File: config.mk
export PLATFORM = sky130hd
export DESIGN_NAME = button_conditioner_flat
export DESIGN_NICKNAME = d
export VERILOG_FILES = /design/src/rtl/button_conditioner_if.sv /design/src/rtl/button_conditioner.sv /design/src/flat_wrapper.sv
export SDC_FILE = /design/constraint.sdc
export NUM_CORES = 1
export LEC_CHECK = 0
export CELL_PAD_IN_SITES_DETAIL_PLACEMENT = 0
export CELL_PAD_IN_SITES_GLOBAL_PLACEMENT = 1
export CORE_ASPECT_RATIO = 1.25
export CORE_MARGIN = 1
export CORE_UTILIZATION = 30
export DETAILED_ROUTE_END_ITERATION = 16
export PLACE_DENSITY_LB_ADDON = 0.08
export SYNTH_ARGS = -nofsm -noshare
export SYNTH_HDL_FRONTEND = slang
export SYNTH_SLANG_ARGS = --single-unit
File: constraint.sdc
create_clock -name clk -period 3.52 [get_ports clk]
set_input_delay 0.352 -clock clk [delete_from_list [all_inputs] [get_ports clk]]
set_output_delay 0.352 -clock clk [all_outputs]
set_load 0.01 [all_outputs]
File: src/rtl/button_conditioner_if.sv
// Button bundle between the raw board keys and the game controller.
// The debouncer sits on the slave side; the key source and pulse consumer on the master side.
// release_p carries the one-cycle release pulse ("release" is a reserved word).
interface button_conditioner_if #(
    parameter int unsigned N_BTN = 3
);
    logic [N_BTN-1:0] key_n;      // raw push-buttons, active-low, asynchronous
    logic [N_BTN-1:0] pressed;    // debounced level, 1 = held
    logic [N_BTN-1:0] press;      // one-cycle pulse on accepted press / auto-repeat
    logic [N_BTN-1:0] release_p;  // one-cycle pulse on accepted release

    modport master (
        output key_n,
        input  pressed,
        input  press,
        input  release_p
    );

    modport slave (
        input  key_n,
        output pressed,
        output press,
        output release_p
    );
endinterface

File: src/rtl/button_conditioner.sv
// Per-button conditioner: 2-FF synchroniser, debounce, press/release pulse generation.
// Each bit is independent. Optional auto-repeat of press pulses while a button is
// held is enabled by defining BUTTON_AUTO_REPEAT_EN; without it no repeat logic exists.
module button_conditioner #(
    parameter int unsigned N_BTN         = 3,
    parameter int unsigned DB_CYCLES     = 500000,
    parameter int unsigned REPEAT_DELAY  = 25000000,
    parameter int unsigned REPEAT_PERIOD = 10000000
) (
    input  logic                clk,
    input  logic                hrd_rst,
    button_conditioner_if.slave btn
);

    localparam int unsigned   CW       = (DB_CYCLES > 1) ? $clog2(DB_CYCLES) : 1;
    localparam logic [CW-1:0] CNT_LAST = CW'(DB_CYCLES - 1);

    // Elaboration-time parameter sanity checks.
    if (DB_CYCLES < 2) begin : g_db_check
        $error("button_conditioner: DB_CYCLES must be >= 2");
    end
    if (REPEAT_DELAY == 0 || REPEAT_PERIOD == 0) begin : g_rpt_check
        $error("button_conditioner: REPEAT_DELAY and REPEAT_PERIOD must be >= 1");
    end

    logic [N_BTN-1:0] s1_q, s1_d;
    logic [N_BTN-1:0] s2_q, s2_d;
    logic [N_BTN-1:0] pressed_q, pressed_d;
    logic [N_BTN-1:0] press_q, press_d;
    logic [N_BTN-1:0] release_q, release_d;
    logic [N_BTN-1:0] accept;
    logic [N_BTN-1:0] rep_fire;
    logic [CW-1:0]    cnt_q [N_BTN];
    logic [CW-1:0]    cnt_d [N_BTN];

    // Synchroniser next state: invert to active-high on entry, only s2 is used downstream.
    always_comb begin
        s1_d = ~btn.key_n;
        s2_d = s1_q;
    end

    // Synchroniser registers.
    always_ff @(posedge clk or negedge hrd_rst) begin
        if (!hrd_rst) begin
            s1_q <= '0;
            s2_q <= '0;
        end else begin
            s1_q <= s1_d;
            s2_q <= s2_d;
        end
    end

    // Debounce: count consecutive cycles where s2 disagrees with the accepted level.
    always_comb begin
        pressed_d = pressed_q;
        accept    = '0;
        for (int unsigned i = 0; i < N_BTN; i++) begin
            cnt_d[i] = cnt_q[i];
            if (s2_q[i] == pressed_q[i]) begin
                cnt_d[i] = '0;
            end else if (cnt_q[i] == CNT_LAST) begin
                accept[i]    = 1'b1;
                pressed_d[i] = s2_q[i];
                cnt_d[i]     = '0;
            end else begin
                cnt_d[i] = cnt_q[i] + CW'(1);
            end
        end
    end

    // Debounce counters and accepted level.
    always_ff @(posedge clk or negedge hrd_rst) begin
        if (!hrd_rst) begin
            pressed_q <= '0;
            for (int unsigned i = 0; i < N_BTN; i++) begin
                cnt_q[i] <= '0;
            end
        end else begin
            pressed_q <= pressed_d;
            for (int unsigned i = 0; i < N_BTN; i++) begin
                cnt_q[i] <= cnt_d[i];
            end
        end
    end

`ifdef BUTTON_AUTO_REPEAT_EN
    localparam int unsigned   RMAX        = (REPEAT_DELAY > REPEAT_PERIOD) ? REPEAT_DELAY : REPEAT_PERIOD;
    localparam int unsigned   RW          = $clog2(RMAX + 1);
    localparam logic [RW-1:0] DELAY_LAST  = RW'(REPEAT_DELAY - 1);
    localparam logic [RW-1:0] PERIOD_LAST = RW'(REPEAT_PERIOD - 1);

    logic [RW-1:0]    rc_q [N_BTN];
    logic [RW-1:0]    rc_d [N_BTN];
    logic [N_BTN-1:0] rpt_q, rpt_d;  // first repeat already issued -> use REPEAT_PERIOD

    // Repeat timing: count held cycles, restart after each repeat; cleared while
    // released and on the releasing edge so a repeat never collides with release.
    always_comb begin
        rep_fire = '0;
        rpt_d    = rpt_q;
        for (int unsigned i = 0; i < N_BTN; i++) begin
            rc_d[i] = rc_q[i];
            if (!pressed_q[i] || accept[i]) begin
                rc_d[i]  = '0;
                rpt_d[i] = 1'b0;
            end else if (rc_q[i] == (rpt_q[i] ? PERIOD_LAST : DELAY_LAST)) begin
                rep_fire[i] = 1'b1;
                rc_d[i]     = '0;
                rpt_d[i]    = 1'b1;
            end else begin
                rc_d[i] = rc_q[i] + RW'(1);
            end
        end
    end

    // Repeat counters.
    always_ff @(posedge clk or negedge hrd_rst) begin
        if (!hrd_rst) begin
            rpt_q <= '0;
            for (int unsigned i = 0; i < N_BTN; i++) begin
                rc_q[i] <= '0;
            end
        end else begin
            rpt_q <= rpt_d;
            for (int unsigned i = 0; i < N_BTN; i++) begin
                rc_q[i] <= rc_d[i];
            end
        end
    end
`else
    assign rep_fire = '0;
`endif

    // Pulses: registered so they appear on the same edge as the pressed change.
    always_comb begin
        press_d   = (accept & s2_q) | rep_fire;
        release_d = accept & ~s2_q;
    end

    // Pulse registers.
    always_ff @(posedge clk or negedge hrd_rst) begin
        if (!hrd_rst) begin
            press_q   <= '0;
            release_q <= '0;
        end else begin
            press_q   <= press_d;
            release_q <= release_d;
        end
    end

    assign btn.pressed   = pressed_q;
    assign btn.press     = press_q;
    assign btn.release_p = release_q;

endmodule

File: src/flat_wrapper.sv
// flat-port wrapper written by rule: the top's interface ports become plain ports
module button_conditioner_flat 
#(
    parameter int unsigned N_BTN         = 3,
    parameter int unsigned DB_CYCLES     = 500000,
    parameter int unsigned REPEAT_DELAY  = 25000000,
    parameter int unsigned REPEAT_PERIOD = 10000000
)
  (clk, hrd_rst, btn_key_n, btn_pressed, btn_press, btn_release_p);
  button_conditioner_if #(.N_BTN(N_BTN)) btn_i ();
  input  logic clk;
  input  logic hrd_rst;
  input wire logic [$bits(btn_i.key_n)-1:0] btn_key_n;
  output wire logic [$bits(btn_i.pressed)-1:0] btn_pressed;
  output wire logic [$bits(btn_i.press)-1:0] btn_press;
  output wire logic [$bits(btn_i.release_p)-1:0] btn_release_p;
  assign btn_i.key_n = btn_key_n;
  assign btn_pressed = btn_i.pressed;
  assign btn_press = btn_i.press;
  assign btn_release_p = btn_i.release_p;
  button_conditioner #(.N_BTN(N_BTN), .DB_CYCLES(DB_CYCLES), .REPEAT_DELAY(REPEAT_DELAY), .REPEAT_PERIOD(REPEAT_PERIOD)) u_core (.clk(clk), .hrd_rst(hrd_rst), .btn(btn_i));
endmodule
==> summary.md, run 1 <==
| Metric | Value |
|---|---|
| Vias in the first global route | `2,537` |
| Die width | `97.3 microns` |
| FP Rows | `43` |
| Multi-input gate area | `0.00154 sq mm` |
| Count leader, synth | `dfrtp_1` |
| Max Fclk | `500 MHz` |
| RR Startpoint | `u_core.cnt_q[40]` |
| Critical Path Fanout Max | `7` |
| Worst hold path class | `primary input to asynchronous set/reset pin` |
| Post-synth cell types | `36` |
| R2R Path End | `u_core.cnt_q[55]` |
| Detailed-placement wirelength estimate | `4880 microns` |
| Final Hold Viols | `0` |
| R2R Setup Slk | `1520 ps` |
| Tcrit/Tclk final | `56.8%` |
| CP arrival | `2260 ps` |
| Area Growth Syn to Fin | `17.5%` |
| R2r worst-path depth | `4` |
| PwrDens | `468 mW/mm^2` |
| Setup TNS | `0 ps` |
| Final Slew Violations | `0` |
| Initial antenna violation count | `0` |
| Via/cell ratio | `5.10` |
| Area contributors post-synth | `dfrtp_1, xor2_1, xnor2_1` |
| Critical path class | `flop to flop` |
| Post-Synthesis Cells | `332` |
| Root buf cell | `clkbuf_16` |
| Post-CTS setup buffers | `0` |
| CP startpoint | `u_core.cnt_q[40]` |
| RSZ-0062 raised after global routing | `false` |
| Share of flip-flops with an asynchronous set or reset | `100%` |
| Run status | `finished, final reports clean` |
| Antenna-violating nets left | `0` |
| Warnings, synthesis | `0` |
| # DRC | `0` |
| Max Root-Sink Buffers | `2` |
| ANT cells | `0` |
| Register area | `0.00180 sq mm` |
| Area after DPL | `0.00368 sq mm` |
| Max IR drop VDD | `0.238 mV` |
| Startpoint Class | `flop` |
| Pre-antenna DRT Iters | `5` |
| TritonCTS clock tree | `built` |
| Initial DRC Count | `106` |
| Final Wtd Congestion | `0.723` |
| H-Tree Level Count | `3` |
| Port bufs | `13` |
| Fin Clk Skew | `3.62 ps` |
| Core area | `0.0111 sq mm` |
| Net Sw Power | `400 uW` |
| Layout cell share with drive strength beyond 1 | `9.07%` |
| Reg power frac | `45.5%` |
| Yosys reg bits | `72` |
| Dominant synthesized flop cell | `dfrtp_1` |
| Syn_nets | `340` |
| Fin nets | `356` |
| Area fraction of the dominant cell type after synthesis | `52.9%` |
| GRT Util Overall | `13.4%` |
| Sw frac | `21.3%` |
| Pint | `1480 uW` |
| Chip Height | `121 microns` |
| Rel. slew slack | `37.6%` |
| Global route total overflow | `0` |
| FILL cells | `1,126` |
| Via count | `2,490` |
| Leading area contributor after synthesis | `dfrtp_1` |
| Register area share after synthesis | `52.9%` |
| Worst Setup End Kind | `flop` |
| CTS sink cnt | `72` |
| Combinational share of power | `2.7%` |
| Max cap viols | `0` |
| Design Area, Final | `0.00401 sq mm` |
| Global-route wire length before repair | `12,500 microns` |
| Req. time, crit path | `3780 ps` |
| Leakage | `0.00159 uW` |
| Clk network pwr share | `51.8%` |
| Die area | `0.0118 sq mm` |
| Post-Syn Area per Cell | `10.3 sq um` |
| Cell area after synthesis | `0.00341 sq mm` |
| Synth cell count leaders | `dfrtp_1, nor2_1, nand3_1, xor2_1, nand2_1` |
| # IOs | `14` |
| WL/cell | `14.6 microns` |
| EDFF count, synth | `0` |
| Final WL | `7120 microns` |
| Slew of the pin with the lowest slew margin | `936 ps` |
| # setup viols final | `0` |
| TritonCTS buffer count | `9` |
| Clk slew on worst S/H paths | `60 ps` |
| Clk Latency, worst-skew pair | `330 ps` |
| # hold bufs at CTS | `0` |
| CTS resizes | `0` |
| Fin crit period | `2000 ps` |
| Initial Util | `30.8%` |
| Largest net degree at the start of global routing | `73` |
## sequential cells by signal, indices dropped and copies added, names as in the netlist
name	count
u_core.s1_q	3
u_core.s2_q	3
u_core.btn.press	3
u_core.cnt_q	57
u_core.btn.pressed	3
u_core.btn.release_p	3
## power by group through the flow
stage	sequential (uW)	combinational, uW	clock (uW)
2_1_floorplan	863	23.7	0
3_3_place_gp	867	53.4	0
3_5_place_dp	867	53.5	0
4_1_cts	852	53.6	1010
5_1_grt	854	60.2	1040
6_report	852	50.6	972
## logic make-up after synthesis
| logic type | after synthesis | share of synthesized area [%] |
|---|---|---|
| adders and majority gates | 3 | 1.10 |
| muxes | 3 | 0.991 |
| buffers and inverters | 17 | 1.95 |
| and+or+nand+nor | 167 | 27.3 |
| AOI/OAI and AO/OA | 29 | 5.29 |
| DFF | 72 | 52.9 |
| xor gates and xnor gates | 41 | 10.5 |
## layer usage
metal	wire (microns)	global-route usage, %	vias to the layer above
met1	3380	16.5	1231
met5	0	0	-
li1	-	-	1224
met4	120	6.80	0
met3	139	2.94	11
met2	3480	22.0	24
## per-stage QoR
step | std cells | utilization (%) | setup slack (ps) | hold WS, ps | total power, uW
2_1_floorplan | 332 | - | 1580 | 56.4 | 887
6_report | 488 | 36.1 | 1520 | 167 | 1880
4_1_cts | 488 | 36.1 | 1520 | 206 | 1910
3_5_place_dp | 472 | 33.2 | 1540 | 335 | 921
5_1_grt | 488 | 36.1 | 1370 | 251 | 1950
3_3_place_gp | 472 | 33.2 | 1560 | 334 | 921
## how the worst max path moves through the flow
| stage | to | slack [ps] | depth (start not counted) |
|---|---|---|---|
| global route | u_core.cnt_q[55] | 1370 | 4 |
| CTS | u_core.cnt_q[55] | 1520 | 4 |
| global placement | u_core.btn.pressed[2] | 1560 | 4 |
| finish | u_core.cnt_q[55] | 1520 | 4 |
| floorplan | u_core.cnt_q[10] | 1580 | 7 |
| detailed placement | u_core.cnt_q[55] | 1540 | 4 |
## critical path, stage by stage, from the launching register on
cell	delay, ps
dfrtp_1	440
nand3_2	150
or4_1	680
or4_1	510
a21oi_1	150
## placed cells by master (no fill, tap or decap), types with 4 or more instances in the layout
cell type	n
inv_1	6
clkbuf_16	9
nor3_1	5
nor4_1	9
o31ai_1	8
or4_1	9
dfrtp_1	72
xnor2_1	19
clkdlybuf4s50_1	12
nand2_1	20
and3_1	6
and4_1	6
or3_1	6
a21oi_1	13
nand4_1	18
nor4b_1	4
and2_1	4
buf_4	4
nor2_1	40
nand3_1	22
xor2_1	22
o21ai_0	5
nor3b_1	7
## area by class of cell
class                   count  area share, %
clock buffers               9           5.62
clock inverters             7           2.41
inverters                   6          0.562
multi-input cells         243           38.5
flip-flops and latches     72           45.0
well taps                 135           4.22
repair buffers             16           3.75
Power figures use the tool's default switching activity.
==> inputs of run 2 (changes only) <==
clock period = 2 ns   (was 3.52 ns; I/O delays follow)
==> run 2 against run 1 <==
Register-to-register slack worse by 1400 ps. Via count up 4.4%. Clock skew up 1.3 ps. Final area up 5.4%. Count of clock-buffer cells in the layout up 1. Clock power up 81%. Total power up 79%. First-iteration DRC count down 9.4%. Die area unchanged. Core utilization up 2.0 points. Global-route usage up 0.44 points.
==> summary.md, run 2 (synthesized netlist as in run 1, its figures left out) <==
| Metric | Value |
|---|---|
| H-Tree Level Count | `3 (unchanged)` |
| Worst hold path class | `primary input to flop` |
| Largest net degree at the start of global routing | `39 (-47%)` |
| Area Growth Syn to Fin | `23.9%` |
| Port bufs | `13 (unchanged)` |
| Die area | `0.0118 sq mm (unchanged)` |
| Global route total overflow | `0 (unchanged)` |
| Cell depth of the worst min-delay path | `2` |
| TritonCTS clock tree | `built` |
| Slowest CP cell | `or4b_1` |
| R2r worst-path depth | `5 (+1)` |
| Final Slew Violations | `0 (unchanged)` |
| Max Fclk | `526 MHz (+5.2%)` |
| Global-route wire length before repair | `12,800 microns (+2.5%)` |
| Max reg flops | `57 (unchanged)` |
| Via count | `2,599 (+4.4%)` |
| Pre-antenna DRT Iters | `4 (-1)` |
| Vias in the first global route | `2,661 (+4.9%)` |
| Core area | `0.0111 sq mm (unchanged)` |
| Via/cell ratio | `5.08 (-0.52%)` |
| Fin util | `38.1% (+2.0 points)` |
| Most frequent cells in the layout | `dfrtp_1, nor2_1, buf_4` |
| Run status | `finished, final reports clean` |
| Max cap viols | `0 (unchanged)` |
| Die width | `97.3 microns (unchanged)` |
| Top reg by flops | `u_core.cnt_q` |
| Max IR drop VDD | `0.349 mV (+47%)` |
| # IOs | `14 (unchanged)` |
| Final Wtd Congestion | `0.769 (+6.3%)` |
| Tcrit/Tclk final | `95.1% (+38 points)` |
| Critical Path Fanout Max | `4 (-3)` |
| Req. time, crit path | `2210 ps (-1570 ps)` |
| # setup viols final | `0 (unchanged)` |
| Final WL | `7460 microns (+4.7%)` |
| CP arrival | `2120 ps (-140 ps)` |
| Commonest non-fill, non-tap cell in the layout | `dfrtp_1` |
| # DRC | `0 (unchanged)` |
| Rel. slew slack | `67.9% (+30 points)` |
| Final Hold Viols | `0 (unchanged)` |
| FP Rows | `43 (unchanged)` |
| Root buf cell | `clkbuf_16` |
| CP max stage delay | `590 ps (-90 ps)` |
| Initial DRC Count | `96 (-9.4%)` |
| WL/cell | `14.6 microns (-0.18%)` |
| Setup TNS | `0 ps (unchanged)` |
| Fin nets | `380 (+6.7%)` |
| TritonCTS buffer count | `9 (unchanged)` |
| GRT Util Overall | `13.8% (+0.44 points)` |
| Clk Latency, worst-skew pair | `330 ps (about the same)` |
| ANT cells | `0 (unchanged)` |
| Fin crit period | `1900 ps (-98.6 ps)` |
| Post-place setup slack | `47.1 ps (-1490 ps)` |
| Worst-path cell chain | `nor4b_2 > buf_4 > nand2_1 > or4b_1 > mux2_2` |
| Startpoint Class | `flop` |
| Hold Slack | `338 ps (+170 ps)` |
| Design Power | `3370 uW (+79%)` |
| Setup ws final | `98.7 ps (-1420 ps)` |
| RSZ-0062 raised after global routing | `false` |
| FILL cells | `1,143 (+1.5%)` |
| Fin Clk Skew | `4.91 ps (+1.29 ps)` |
| PwrDens | `797 mW/mm^2 (+70%)` |
| Max Root-Sink Buffers | `2 (unchanged)` |
| Slew of the pin with the lowest slew margin | `481 ps (-455 ps)` |
| Critical path class | `flop to flop` |
| Worst Setup End Kind | `flop` |
| CTS sink cnt | `72 (unchanged)` |
| Initial antenna violation count | `0 (unchanged)` |
| Layout cell share with drive strength beyond 1 | `15.4% (+6.3 points)` |
| Leakage | `0.00173 uW (+8.6%)` |
| Detailed-placement wirelength estimate | `5290 microns (+8.5%)` |
| Antenna-violating nets left | `0 (unchanged)` |
| Clk slew on worst S/H paths | `60 ps (about the same)` |
| Chip Height | `121 microns (unchanged)` |
| Initial Util | `30.8% (unchanged)` |
[run 2: cell types whose count changed in the layout (fill, tap and decap cells not counted), sizes merged]
| cell | previous run | this run |
|---|---|---|
| clkbuf | 9 | 10 |
| buf | 4 | 27 |
| dlygate4sd3 | 0 | 1 |
| clkinvlp | 3 | 2 |
[run 2: final timing paths]
kind,start,end,slack [ps]
max,u_core.cnt_q[11],u_core.btn.pressed[2],100
min,btn_key_n[2],u_core.s1_q[2],340
max reg2reg,u_core.cnt_q[11],u_core.btn.pressed[2],100
min reg2reg,u_core.s1_q[1],u_core.s2_q[1],350
max in group asynchronous,hrd_rst,u_core.cnt_q[39],1070
min in group asynchronous,hrd_rst,u_core.cnt_q[53],370
[run 2: metrics by stage]
stage	cells	area, sq um
detailed placement	495	3870
global route	512	4220
global placement	495	3870
floorplan	332	3410
CTS	512	4210
finish	512	4220
[run 2: area by class of cell]
class	instances	area [sq um]	area share, %
Clock buffer	10	239	5.66
Tap cell	135	169	4.00
Timing Repair Buffer	40	345	8.18
Sequential cell	72	1800	42.7
Multi-Input combinational cell	243	1550	36.8
Clock inverter	6	92.6	2.19
Inverter	6	22.5	0.533
[run 2: worst max-delay path, delay by kind of cell (launching register included)]
kind / cells / cell delay [ps]
flip-flops: 1 / 390
buffers and inverters: 1 / 160
multiplexers: 1 / 300
AND/OR/NAND/NOR: 3 / 930
[run 2: layer usage]
metal | global-route usage (%) | part of all wire [%] | routed length (microns) | up-vias
li1 | - | - | - | 1269
met1 | 17.4 | 47 | 3530 | 1290
met2 | 22.2 | 48 | 3570 | 24
met3 | 3.11 | 2.0 | 150 | 16
met4 | 7.26 | 2.8 | 210 | 0
met5 | 0 | 0 | 0 | -
[run 2: report_power, final]
group	leakage [uW]	internal [uW]	total, uW	switching, uW
Clock	0.000155	1130	1760	634
Combinational	0.000591	38.7	103	63.9
Sequential	0.000985	1480	1500	20.8
Total	0.00173	2650	3370	719
[run 2: repair_timing]
item	in CTS	in global routing
resized for setup	0	3
buffers inserted	0	0
setup endpoints to repair	0	2
endpoints found under the hold margin	34	0
hold buffers	1	0
==> inputs of run 3 (changes only) <==
CTS_BUF_LIST = sky130_fd_sc_hd__clkbuf_4 sky130_fd_sc_hd__clkbuf_8   (was unset)
SKIP_CTS_REPAIR_TIMING = 1   (was unset)
==> run 3 against run 2 <==
Critical path depth unchanged. Wire length about the same. Combinational power is essentially flat. Fmax shrank 0.29%. Largest cell class unchanged. Sequential power about the same. First-iteration DRC count is the same. Largest power group is now registers. Via count fell by 1.1%. Critical endpoint unchanged.
==> summary.md, run 3 (synthesized netlist as in run 1, its figures left out) <==
| Metric | Value |
|---|---|
| Most frequent cells in the layout | `dfrtp_1, nor2_1, buf_4` |
| # DRC | `0 (unchanged)` |
| Rel. slew slack | `68.1% (+0.12 points)` |
| Detailed-placement wirelength estimate | `5290 microns (unchanged)` |
| M1 wire length | `3530 microns (about the same)` |
| WL met3 | `165 microns (+10%)` |
| Pre-antenna DRT Iters | `4 (unchanged)` |
| Port bufs | `13 (unchanged)` |
| RSZ-0062 raised after global routing | `false` |
| Max reg flops | `57 (unchanged)` |
| # IOs | `14 (unchanged)` |
| Fin nets | `380 (unchanged)` |
| Die area | `0.0118 sq mm (unchanged)` |
| Chip Height | `121 microns (unchanged)` |
| GRT Util Overall | `13.8% (+0.037 points)` |
| PwrDens | `710 mW/mm^2 (-11%)` |
| Tcrit/Tclk final | `95.3% (+0.27 points)` |
| TritonCTS buffer count | `9 (unchanged)` |
| Final Hold Viols | `0 (unchanged)` |
| Final Wtd Congestion | `0.769 (unchanged)` |
| Max cap viols | `0 (unchanged)` |
| Run status | `finished, final reports clean` |
| CP max stage delay | `590 ps (about the same)` |
| Die width | `97.3 microns (unchanged)` |
| Antenna-violating nets left | `0 (unchanged)` |
| Final WL | `7470 microns (about the same)` |
| Root buf cell | `clkbuf_8` |
| CP arrival | `2140 ps (+20 ps)` |
| Slew of the pin with the lowest slew margin | `479 ps (-1.79 ps)` |
| Startpoint Class | `flop` |
| Clk network pwr share | `45.4% (-7.0 points)` |
| Fin Clk Skew | `6.72 ps (+1.81 ps)` |
| Max Fclk | `524 MHz (-0.29%)` |
| Reg power frac | `51.1% (+6.6 points)` |
| Initial Util | `30.8% (unchanged)` |
| Final Slew Violations | `0 (unchanged)` |
| Net Sw Power | `673 uW (-6.4%)` |
| WL/cell | `14.6 microns (about the same)` |
| Largest net degree at the start of global routing | `39 (unchanged)` |
| Max IR drop VDD | `0.308 mV (-12%)` |
| Max Root-Sink Buffers | `2 (unchanged)` |
| Worst Setup End Kind | `flop` |
| ANT cells | `0 (unchanged)` |
| # setup viols final | `0 (unchanged)` |
| Worst hold path class | `primary input to flop` |
| Initial antenna violation count | `0 (unchanged)` |
| Sw frac | `23.0% (+1.6 points)` |
| Vias in the first global route | `2,654 (-0.26%)` |
| TritonCTS clock tree | `built` |
| Area Growth Syn to Fin | `20.9%` |
| Setup TNS | `0 ps (unchanged)` |
| Max Used Layer | `met4` |
| Fin crit period | `1910 ps (+5.44 ps)` |
| Worst-path cell chain | `nor4b_2 > buf_4 > nand2_1 > or4b_1 > mux2_2` |
| Core area | `0.0111 sq mm (unchanged)` |
| Slowest CP cell | `or4b_1` |
| Critical path class | `flop to flop` |
| Leakage | `0.00168 uW (-2.7%)` |
| Metal2 WL | `3600 microns (+0.87%)` |
| Hold Slack | `323 ps (-14.9 ps)` |
| Combinational share of power | `3.5% (+0.5 points)` |
| Global route total overflow | `0 (unchanged)` |
| Top reg by flops | `u_core.cnt_q` |
| CTS sink cnt | `72 (unchanged)` |
| Clk Latency, worst-skew pair | `340 ps (about the same)` |
| Via/cell ratio | `5.02 (-1.1%)` |
| FP Rows | `43 (unchanged)` |
| Pint | `2250 uW (-15%)` |
| Design Power | `2930 uW (-13%)` |
| Commonest non-fill, non-tap cell in the layout | `dfrtp_1` |
| Critical Path Fanout Max | `4 (unchanged)` |
| Via count | `2,571 (-1.1%)` |
| H-Tree Level Count | `3 (unchanged)` |
| Initial DRC Count | `96 (unchanged)` |
| Clk slew on worst S/H paths | `80 ps (+20 ps)` |
| R2R Setup Slk | `90 ps (about the same)` |
| Layout cell share with drive strength beyond 1 | `15.4% (unchanged)` |
| FILL cells | `1,153 (+0.87%)` |
| Global-route wire length before repair | `12,900 microns (+0.11%)` |
| Req. time, crit path | `2230 ps (+20 ps)` |
==> run 3: cell counts in the layout (fill, tap and decap cells not counted) <==
Identical to the previous run, type by type.
==> run 3: area by class of cell <==
cell class	count	area (sq um)	share of cell area, %
clock buffer	10	138	3.34
clock inverter	6	92.6	2.25
inverter	6	22.5	0.547
multi-input combinational	243	1550	37.7
sequential	72	1800	43.7
tap	135	169	4.10
timing repair buffer	40	345	8.38
==> run 3: worst max-delay path, delay by kind of cell (launching register included) <==
| kind | cells | cell delay (ps) |
|---|---|---|
| AND/OR/NAND/NOR | 3 | 930 |
| multiplexers | 1 | 300 |
| buffers and inverters | 1 | 160 |
| flip-flops | 1 | 400 |
==> run 3: path summary, 6_finish.rpt <==
kind	startpoint	endpoint	depth (start not counted)
max	u_core.cnt_q[11]	u_core.btn.pressed[2]	5
min	btn_key_n[2]	u_core.s1_q[2]	2
max reg2reg	u_core.cnt_q[11]	u_core.btn.pressed[2]	5
min reg2reg	u_core.s1_q[1]	u_core.s2_q[1]	0
max in group asynchronous	hrd_rst	u_core.cnt_q[11]	3
min in group asynchronous	hrd_rst	u_core.cnt_q[53]	2
==> run 3: layer usage <==
metal  vias to the layer above  track usage (%)
met5                         -                0
met4                         0             6.80
met3                        14             2.94
met2                        21             22.6
met1                      1265             17.4
li1                       1271                -
==> run 3: power by group through the flow <==
stage	Combinational, uW	Sequential [uW]	Clock [uW]
global route	121	1500	1440
finish	102	1500	1330
detailed placement	107	1520	0
CTS	107	1500	1380
floorplan	41.6	1520	0
global placement	108	1520	0
==> run 3: metrics by stage <==
step                      worst slack [ps]  instances  utilization [%]  cell area [sq um]
after global placement                47.3        495             34.9               3870
final                                 93.3        512             37.2               4120
after global routing                  4.87        512             37.2               4120
after detailed placement              47.1        495             34.9               3870
after CTS                             32.6        511             37.0               4100
after floorplan                       62.9        332                -               3410
